### src/rtl/lsu_load_store.sv
// lsu_load_store: multi-cycle RV32I load/store unit between execute and the data bus.
// Steers byte/halfword/word lanes for stores, extends load data for the register
// file, and runs a req/gnt/rvalid handshake (IDLE -> REQ -> WAIT -> WB -> RESP).
// Optional feature macro: LSU_MISALIGN_CHECK_EN rejects misaligned H/W accesses.
module lsu_load_store #(
    parameter int AW = 32
) (
    input  logic          clk,
    input  logic          rst_n,
    input  logic          start,
    input  logic          is_store,
    input  logic [2:0]    funct3,
    input  logic [AW-1:0] addr,
    input  logic [31:0]   store_data,
    input  logic [4:0]    rd_addr,
    output logic          busy,
    output logic          done,
    output logic          err,
    output logic          mem_req,
    output logic          mem_we,
    output logic [AW-1:0] mem_addr,
    output logic [3:0]    mem_wstrb,
    output logic [31:0]   mem_wdata,
    input  logic          mem_gnt,
    input  logic          mem_rvalid,
    input  logic [31:0]   mem_rdata,
    output logic          rf_write,
    output logic [4:0]    rf_wa,
    output logic [31:0]   rf_wd
);

    localparam logic [2:0] IDLE = 3'd0;
    localparam logic [2:0] REQ  = 3'd1;
    localparam logic [2:0] WAIT = 3'd2;
    localparam logic [2:0] WB   = 3'd3;
    localparam logic [2:0] RESP = 3'd4;

    logic [2:0]    state_q, state_d;
    logic          store_q, store_d;
    logic [2:0]    funct3_q, funct3_d;
    logic [1:0]    off_q, off_d;
    logic [AW-1:0] addr_q, addr_d;
    logic [3:0]    wstrb_q, wstrb_d;
    logic [31:0]   wdata_q, wdata_d;
    logic [4:0]    rd_q, rd_d;
    logic          err_q, err_d;
    logic [31:0]   wd_q, wd_d;

    logic          reject;
    logic          misaligned;
    logic [3:0]    st_wstrb;
    logic [31:0]   st_wdata;
    logic [7:0]    ld_byte;
    logic [15:0]   ld_half;
    logic [31:0]   ld_ext;

    // Classify the incoming request: unsupported width codes (and, optionally, misalignment) are rejected
    always_comb begin
        misaligned = 1'b0;
`ifdef LSU_MISALIGN_CHECK_EN
        if (funct3[1:0] == 2'b01)
            misaligned = addr[0];
        else if (funct3[1:0] == 2'b10)
            misaligned = (addr[1:0] != 2'b00);
`endif
        if (is_store)
            reject = (funct3 >= 3'b011) || misaligned;
        else
            reject = (funct3 == 3'b011) || (funct3 == 3'b110) || (funct3 == 3'b111) || misaligned;
    end

    // Store lane steering: replicate data across lanes and enable only the addressed bytes
    always_comb begin
        case (funct3[1:0])
            2'b00: begin
                st_wstrb = 4'b0001 << addr[1:0];
                st_wdata = {4{store_data[7:0]}};
            end
            2'b01: begin
                st_wstrb = addr[1] ? 4'b1100 : 4'b0011;
                st_wdata = {2{store_data[15:0]}};
            end
            default: begin
                st_wstrb = 4'b1111;
                st_wdata = store_data;
            end
        endcase
    end

    // Load lane extraction and sign/zero extension of the returned word
    always_comb begin
        case (off_q)
            2'd0:    ld_byte = mem_rdata[7:0];
            2'd1:    ld_byte = mem_rdata[15:8];
            2'd2:    ld_byte = mem_rdata[23:16];
            default: ld_byte = mem_rdata[31:24];
        endcase
        ld_half = off_q[1] ? mem_rdata[31:16] : mem_rdata[15:0];
        case (funct3_q)
            3'b000:  ld_ext = {{24{ld_byte[7]}}, ld_byte};
            3'b001:  ld_ext = {{16{ld_half[15]}}, ld_half};
            3'b100:  ld_ext = {24'd0, ld_byte};
            3'b101:  ld_ext = {16'd0, ld_half};
            default: ld_ext = mem_rdata;
        endcase
    end

    // Sequencing: capture the request in IDLE, then walk the bus handshake to writeback and response
    always_comb begin
        state_d  = state_q;
        store_d  = store_q;
        funct3_d = funct3_q;
        off_d    = off_q;
        addr_d   = addr_q;
        wstrb_d  = wstrb_q;
        wdata_d  = wdata_q;
        rd_d     = rd_q;
        err_d    = err_q;
        wd_d     = wd_q;
        case (state_q)
            IDLE: begin
                if (start) begin
                    store_d  = is_store;
                    funct3_d = funct3;
                    off_d    = addr[1:0];
                    addr_d   = {addr[AW-1:2], 2'b00};
                    wstrb_d  = (is_store && !reject) ? st_wstrb : 4'b0000;
                    wdata_d  = is_store ? st_wdata : 32'd0;
                    rd_d     = rd_addr;
                    err_d    = reject;
                    state_d  = reject ? RESP : REQ;
                end
            end
            REQ: begin
                if (mem_gnt)
                    state_d = store_q ? RESP : WAIT;
            end
            WAIT: begin
                if (mem_rvalid) begin
                    wd_d    = ld_ext;
                    state_d = WB;
                end
            end
            WB:      state_d = RESP;
            RESP:    state_d = IDLE;
            default: state_d = IDLE;
        endcase
    end

    // State and captured-request registers; reset abandons any transaction in flight
    always_ff @(posedge clk or negedge rst_n) begin
        if (!rst_n) begin
            state_q  <= IDLE;
            store_q  <= 1'b0;
            funct3_q <= 3'd0;
            off_q    <= 2'd0;
            addr_q   <= '0;
            wstrb_q  <= 4'd0;
            wdata_q  <= 32'd0;
            rd_q     <= 5'd0;
            err_q    <= 1'b0;
            wd_q     <= 32'd0;
        end else begin
            state_q  <= state_d;
            store_q  <= store_d;
            funct3_q <= funct3_d;
            off_q    <= off_d;
            addr_q   <= addr_d;
            wstrb_q  <= wstrb_d;
            wdata_q  <= wdata_d;
            rd_q     <= rd_d;
            err_q    <= err_d;
            wd_q     <= wd_d;
        end
    end

    // Outputs decoded from the current state and the captured request
    always_comb begin
        busy      = (state_q != IDLE);
        done      = (state_q == RESP);
        err       = (state_q == RESP) && err_q;
        mem_req   = (state_q == REQ);
        mem_we    = (state_q == REQ) && store_q;
        mem_addr  = addr_q;
        mem_wstrb = wstrb_q;
        mem_wdata = wdata_q;
        rf_write  = (state_q == WB) && (rd_q != 5'd0);
        rf_wa     = (state_q == WB) ? rd_q : 5'd0;
        rf_wd     = wd_q;
    end

endmodule

### config.mk
export PLATFORM = sky130hd
export DESIGN_NAME = lsu_load_store
export DESIGN_NICKNAME = d
export VERILOG_FILES = /design/src/rtl/lsu_load_store.sv
export SDC_FILE = /design/constraint.sdc
export NUM_CORES = 1
export LEC_CHECK = 0
export CAP_MARGIN = 15
export CORE_UTILIZATION = 44
export DETAILED_ROUTE_END_ITERATION = 6
export GPL_TIMING_DRIVEN = 0
export PLACE_DENSITY = 0.85
export SETUP_SLACK_MARGIN = 0.02
export SYNTH_ARGS = -nofsm -noshare
export SYNTH_HDL_FRONTEND = slang
export SYNTH_SLANG_ARGS = --single-unit
### constraint.sdc
create_clock -name clk -period 2.5 [get_ports clk]
set_clock_uncertainty 0.2 [all_clocks]
set_input_delay 0.25 -clock clk [delete_from_list [all_inputs] [get_ports clk]]
set_output_delay 0.25 -clock clk [all_outputs]
set_load 0.05 [all_outputs]
=== Yosys cells after proc, flatten, opt, wreduce, memory -nomap -nowiden ===
Cells that the tools add are included.

* Magnitude comparators: 1
* Equal/unequal tests: 16
* Shift operators: 1
* Multiplexer cells: 16
* Reductions and logical operators: 16

{| class="wikitable"
|+ Operators with widths
! cell !! number
|-
| 32-bit one-hot mux with 4 select lines || 1
|-
| 32-bit one-hot mux with 2 select lines || 1
|-
| 32-bit two-way mux || 1
|-
| 8-bit one-hot mux with 3 select lines || 1
|-
| 16-bit two-way mux || 1
|-
| 3-bit equality test (second input constant) || 5
|-
| 3-bit two-way mux || 5
|-
| 3-bit one-hot mux with 4 select lines || 1
|-
| 3-bit by 2-bit equality test with 1-bit output (second input constant) || 3
|-
| 4-bit two-way mux || 2
|-
| 4-bit one-hot mux with 2 select lines || 1
|-
| 3-bit by 1-bit equality test with 1-bit output (second input constant) || 2
|-
| 3-bit logical NOT || 2
|-
| 5-bit two-way mux || 1
|-
| 5-bit nonzero test || 1
|-
| 2-bit by 1-bit equality test with 1-bit output (second input constant) || 2
|-
| 1-bit logical AND || 4
|-
| 2-bit logical NOT || 2
|-
| 2-bit inequality test (second input constant) || 2
|-
| 2-bit AND reduction || 2
|-
| 1-bit by 2-bit left shift with 4-bit output (first input constant) || 1
|-
| 3-bit by 2-bit >= comparator with 1-bit output (second input constant) || 1
|-
| 3-bit AND reduction || 1
|-
| 3-bit nonzero test || 1
|-
| 5 further kinds || 6
|}

* Flip-flop bits (word level): 113
* Input port bits: 110
* Output and inout port bits: 111
* Word-level logic and storage cells: 60

=== Longest topological paths before layout ===
Gate-level depths: netlist of the first run.

* Depth in word-level cells: 7
* Mapped depth: 8
* Mapped depth without buffers: 4

=== Worst setup path before layout of the first run ===
Ideal clock, no wire load.

* Kind: register to output
* From: register state_q[1]
* To: output port err
* Arrival time: 2.414 ns
* Required time: 2.050 ns
* Slack: -0.364 ns
* Stages on the path, launching flop included: 4
* Buffers on the path: 1
* Cells stage by stage: dfrtp_1 clkbuf_1 nor3b_1 and2_1

* Cells in the longest elaborated chain, start to end: 2

{| class="wikitable"
|+ RTL lines
! what !! line !! text
|-
| from (decl) || 38 || <nowiki>logic [2:0] state_q, state_d;</nowiki>
|-
| from (signal assigned) || 164 || <nowiki>state_q <= state_d;</nowiki>
|-
| 3-bit equality test || - ||
|-
| named net done || 17 || <nowiki>output logic done,</nowiki>
|-
| 1-bit logical AND || 181 || <nowiki>err = (state_q == RESP) && err_q;</nowiki>
|-
| to (decl) || 18 || <nowiki>output logic err,</nowiki>
|}

The timed path passes the listed nets, and every way through them passes these cells.

=== Final worst setup path of the first run ===
* From: register state_q[1]
* To: output port mem_we

* Cells in the longest elaborated chain, start to end: 2

{| class="wikitable"
|+ RTL lines
! what !! line !! text
|-
| 3-bit by 1-bit equality test with 1-bit output || 183 || <nowiki>mem_we = (state_q == REQ) && store_q;</nowiki>
|-
| 1-bit logical AND || 183 ||
|-
| to (decl) || 20 || <nowiki>output logic mem_we,</nowiki>
|}

No other way between the ends.

==> flow_summary.ini, run 1 <==
[logic_synthesis]
synth_flop_cell = dfrtp_1
yosysTopAreaCellShare_pct = 50.6
yosysUniqueCellTypes = 46
synth_top_cell_by_area = dfrtp_1
synthTopCellsByArea = dfrtp_1 (51%), nand2_1 (12%), o21ai_0 (4.7%)
syn-mean-instance-area_sq_um = 9.12
yosysSeqAreaShare_pct = 50.6
syn_area_sq_um = 5590
async_flop_share_pct = 100
yosysMostFrequentCell = nand2_1
synthTopCellsByCount = nand2_1 (186), dfrtp_1 (113), o21ai_0 (53), a21oi_1 (27), nand3b_1 (25)
yosys_register_bits = 113
ys_warn_count = 0
syn_inst = 613
synth_edf_count = 0

[setup_path]
crit_end = mem_we
r2r_cells = 7
crit_type = register to output pin
critPathCaptureType = output pin
critPathRequiredTime_ns = 2.05
critPathArrivalTime_ns = 1.96
r2r_setup_slack_ns = 0.56
reg2reg_from = state_q[2]
crit_fanout = 10
slowest_delay_ns = 0.52
crit_path_start = state_q[1]
crit_buf_inv = 2
r2r_end = rf_wd[31]
cp_slowest_cell = dlygate4sd2_1
critical_path.top_delay_family = buffers and inverters
start_kind = register
cp_num_cells = 4
crit_chain = clkbuf_4 -> nor3_2 -> and2_1 -> dlygate4sd2_1

[global_route]
grtUsageMet3_pct = 9.80
antenna_found_initial = 0
grt_use_met1_pct = 33.5
gr-total-overflow = 0
track_usage_pct = 28.1
top_usage_layer = met2
grt_max_degree = 66
met2_usage_pct = 46.2
grt_pass1_vias = 5311
grt_pass1_wl_microns = 27700

[timing]
clock.fmax_ghz = 0.416
finalHoldViolations = 0
worst_pin_slew_ns = 0.580
setup_slack_ns = 0.0941
rsz0062_at_grt = no
setup_violations = 0
finalCritPeriodShare_pct = 96.2
maxSlewHeadroom_pct = 61.2
slew_violations = 0
period_minus_slack_ns = 2.41

[finish]
drive_gt1_share_pct = 12.5
syn_to_final_growth_pct = 54.4
fin_util_pct = 70.7
final_nets = 962
finish.instance_area_sq_um = 8630
diodes = 0

[clock_tree]
clkTransAtPathRegs_ns = 0.05
cts_sinks = 113
htree_levels = 4
cts_tree = done
worstSkewPairLatency_ns = 0.41
post_cts_buffers = 0
root_buffer = clkbuf_16
cts.path.max_buffers = 2
cts-buffers-inserted = 17

[route]
dr.pass1.iters = 5
drc = 0
ant_nets = 0
num_vias = 5428
drt_iter0_markers = 547
via_per_inst = 5.25
wl_microns = 17800
wl_per_cell_microns = 17.2

[placed_design]
dpl-instance-area_sq_um = 8020
gp_congestion = 0.930
post-place-ws_ns = -0.318
portBuffers = 217
dpl.hpwl_microns = 13100

[die]
fp.dieArea_sq_um = 13200
num_rows = 40
io_pins = 221
start_util_pct = 45.8
coreArea_sq_um = 12200
die_w_microns = 115
die_y_microns = 115

[worst_hold_path]
hold_path_class = input port to register

[pwr]
powerDensity_nw_per_um2 = 1430
irDropWorstVdd_mv = 0.962
leakage_nw = 3.83

[flow_run]
drv_cap = 0

[run_status]
status = completed
registers in the layout, summed over array words and instances (netlist names):
name       count
store_q        1
mem_wstrb      4
mem_wdata     32
mem_addr      30
rd_q           5
err_q          1
rf_wd         32
state_q        3
off_q          2
funct3_q       3
cell families after synthesis:
logic type,after synthesis,share of synthesized area [%]
flops,113,50.6
buf+inv,56,5.41
other cells,1,0.0670
compound gates,123,13.1
mux,34,6.51
simple gates,286,24.4
power breakdown:
part	switching, W	internal (W)	total [W]
Sequential	0.000493	0.00267	0.00317
Clock	0.000832	0.00158	0.00241
Combinational	0.00449	0.00223	0.00673
Total	0.00582	0.00649	0.0123
through the flow:
step	std cells	hold WS, ns	setup TNS, ns	total power (W)
after detailed placement	1000	0.0189	-1.83	0.00989
after CTS	1033	0.0435	0	0.0123
after global placement	999	0.252	-392.00	0.00977
after global routing	1033	0.107	0	0.0129
after floorplan	614	-0.246	0	0.00750
final	1033	0.0726	0	0.0123
worst min path at each step:
stage | startpoint | end | slack [ns] | cells after the start
finish | is_store | mem_wdata[17] | 0.07 | 3
global route | is_store | mem_wdata[17] | 0.11 | 3
CTS | is_store | mem_wdata[17] | 0.04 | 3
detailed placement | rst_n | rf_wd[16] | 0.02 | 1
global placement | mem_wdata[0] | mem_wdata[0] | 0.25 | 2
floorplan | rst_n | err_q | -0.25 | 0
layer usage:
metal / routed length, microns / part of all wire, %
met1: 7020 / 40
met2: 8500 / 48
met3: 1730 / 9.8
met4: 512 / 2.9
met5: 0 / 0
cell type report:
cell class                      count  area [sq um]
Tap cell                          168           210
Clock buffer                       21           450
Clock inverter                     11           138
Sequential cell                   113          2830
Timing Repair Buffer              219          2210
Fill cell                         976          3580
Buffer                             53           295
Multi-Input combinational cell    445          2490
Inverter                            3          11.3
worst min-delay path: stages:
cell and delay [ns]:
clkbuf_1 0.22, nand2_1 0.11, o21ai_0 0.06
cells in the final DEF (no fill, tap or decap), types with 2 or more instances in the layout:
cell	n
nand2b_1	2
a31oi_1	9
inv_1	2
a22o_1	8
nor3_2	12
clkbuf_16	17
clkinvlp_4	3
nand3_1	10
mux2_2	19
clkdlybuf4s15_2	5
clkbuf_4	2
dfrtp_1	112
o21ai_0	53
mux2i_1	15
nand3b_1	25
clkdlybuf4s50_1	206
conb_1	2
nand2_1	186
clkbuf_2	2
a211o_1	7
o21ai_1	5
bufinv_16	3
buf_2	17
buf_6	5
clkbuf_1	24
nor3_1	13
or3_1	2
nor2b_1	2
a2bb2oi_1	7
dlygate4sd2_1	3
clkinv_2	5
a21oi_1	27
nor2_1	16
buf_4	5
and2_1	9
timing repair:
item,in CTS,in global routing
resized for setup,25,5
hold endpoints to repair,48,0
endpoints found under the setup margin,10,8
hold buffers,1,0
Note: power is estimated with default switching activity, not from simulation.
==> inputs of run 2 (changes only) <==
--- a/config.mk
+++ b/config.mk
@@ -8,7 +8,6 @@
 export CAP_MARGIN = 15
 export CORE_UTILIZATION = 44
 export DETAILED_ROUTE_END_ITERATION = 6
-export GPL_TIMING_DRIVEN = 0
 export PLACE_DENSITY = 0.85
 export SETUP_SLACK_MARGIN = 0.02
 export SYNTH_ARGS = -nofsm -noshare
==> run 2 against run 1 <==
Against the previous run: routed wire length shrank 1.8%; largest cell class unchanged; clock power grew 15%; sequential power grew 3%; register-to-register slack is essentially flat; first-iteration DRC count shrank 9.5%; via count shrank 1.5%; worst hold slack gained 0.093 ns; highest routed layer unchanged; combinational power shrank 2%.
==> flow_summary.ini, run 2 (same netlist as run 1, synthesis figures left out) <==
[setup_path]
critical_path.top_delay_family = flip-flops
start_kind = register
critPathArrivalTime_ns = 1.83
crit_type = register to output pin
reg2reg_from = state_q[1]
cp_num_cells = 3
critPathCaptureType = output pin
crit_fanout = 14
crit_path_start = state_q[1]
cp_slowest_cell = dfrtp_1
r2r_end = rf_wd[6]
r2r_cells = 5
r2r_setup_slack_ns = 0.55
crit_buf_inv = 1
critPathRequiredTime_ns = 2.05
slowest_delay_ns = 0.64
crit_chain = nor3b_4 -> and2_1 -> buf_12

[clock_tree]
cts_tree = done
post_cts_buffers = 0
clkTransAtPathRegs_ns = 0.05
worstSkewPairLatency_ns = 0.41
htree_levels = 4
cts-buffers-inserted = 17
cts_sinks = 113
cts.path.max_buffers = 2
root_buffer = clkbuf_16

[flow_run]
drv_cap = 0

[finish]
syn_to_final_growth_pct = 54.7
final_nets = 926
drive_gt1_share_pct = 11.7
mostFrequentLayoutCells = clkdlybuf4s50_1 (206), nand2_1 (185), dfrtp_1 (113)
finish.instance_area_sq_um = 8650
seq_area_sq_um = 2830
diodes = 0
nFillCells = 899
layout_commonest_cell = clkdlybuf4s50_1
multi_input_area_sq_um = 2490

[route]
drt_iter0_markers = 495
drc = 0
num_vias = 5345
via_per_inst = 5.36
wl_per_cell_microns = 17.5
wl_microns = 17500
ant_nets = 0
dr.pass1.iters = 5

[die]
coreArea_sq_um = 12200
io_pins = 221
start_util_pct = 45.8
die_w_microns = 115
die_y_microns = 115
fp.dieArea_sq_um = 13200
num_rows = 40

[timing]
finalHoldViolations = 0
maxSlewHeadroom_pct = 60.4
setup_violations = 0
worst_pin_slew_ns = 0.592
period_minus_slack_ns = 2.28
clock.fmax_ghz = 0.439
finalCritPeriodShare_pct = 91.1
rsz0062_at_grt = no
fin_setup_tns_ns = 0
slew_violations = 0

[global_route]
grtUsageMet3_pct = 10.6
grt_pass1_wl_microns = 27700
antenna_found_initial = 0
top_usage_layer = met2
grt_pass1_vias = 5434
grt_max_degree = 74
met2_usage_pct = 45.9
grt_use_met1_pct = 31.6
gr-total-overflow = 0
track_usage_pct = 27.6

[placed_design]
dpl.hpwl_microns = 12400
gp_congestion = 0.862
dpl-instance-area_sq_um = 7950
portBuffers = 218

[pwr]
leakage_nw = 3.83
irDropWorstVdd_mv = 0.967
powerDensity_nw_per_um2 = 1460
power_w = 0.0126

[worst_hold_path]
hold_path_class = input port to asynchronous set/reset pin

[run_status]
status = completed
[run 2: cell count changes in the layout (fill, tap and decap cells not counted), sizes merged]
cell / previous run / this run
buf: 30 / 26
bufinv: 3 / 6
clkbuf: 46 / 22
clkdlybuf4s15: 6 / 0
clkdlybuf4s18: 1 / 0
clkinv: 5 / 4
clkinvlp: 3 / 0
[run 2: layout make-up]
class | count | share of cell area [%]
clock buffers | 22 | 5.48
clock inverters | 10 | 2.36
inverters | 3 | 0.130
multi-input cells | 445 | 28.8
flip-flops and latches | 113 | 32.7
well taps | 168 | 2.43
repair buffers | 236 | 28.1
[run 2: worst max-delay path by stage]
| stage | slack [ns] | to |
|---|---|---|
| 6_report | 0.22 | rf_wa[0] |
| 3_5_place_dp | 0.31 | state_q[2] |
| 5_1_grt | 0.10 | rf_wa[0] |
| 4_1_cts | 0.14 | rf_wa[0] |
| 2_1_floorplan | 0.16 | err |
| 3_3_place_gp | 0.37 | state_q[2] |
[run 2: power breakdown]
| group | internal, W | total [W] | switching (W) |
|---|---|---|---|
| registers | 0.00267 | 0.00325 | 0.000577 |
| clock network | 0.00194 | 0.00278 | 0.000840 |
| logic | 0.00220 | 0.00659 | 0.00438 |
| total | 0.00682 | 0.0126 | 0.00580 |
[run 2: routing by layer]
metal | wire length [microns] | vias up
met1 | 6760 | 2559
li1 | - | 2486
met2 | 8430 | 263
met5 | 0 | -
met3 | 1760 | 37
met4 | 501 | 0
[run 2: metrics by stage]
stage / instances / util [%] / setup slack (ns) / hold slack [ns]
2_1_floorplan: 614 / - / 0.163 / -0.246
3_3_place_gp: 964 / 65.1 / 0.370 / 0.0662
3_5_place_dp: 964 / 65.1 / 0.314 / 0.0743
4_1_cts: 997 / 70.8 / 0.139 / 0.151
5_1_grt: 997 / 70.8 / 0.103 / 0.169
6_report: 997 / 70.8 / 0.223 / 0.166
[run 2: worst register-to-register path: stages (launching register included)]
cell and delay [ns]:
dfrtp_1 0.64, and4bb_1 0.31, buf_12 0.22, and2_1 0.30, a21oi_1 0.07, a2bb2oi_1 0.14
[run 2: repair_timing]
action	CTS	global route
gates cloned	0	0
endpoints found under the hold margin	37	0
resized for setup	4	1
hold buffers	1	0
endpoints found under the setup margin	9	1
pin swaps	0	0
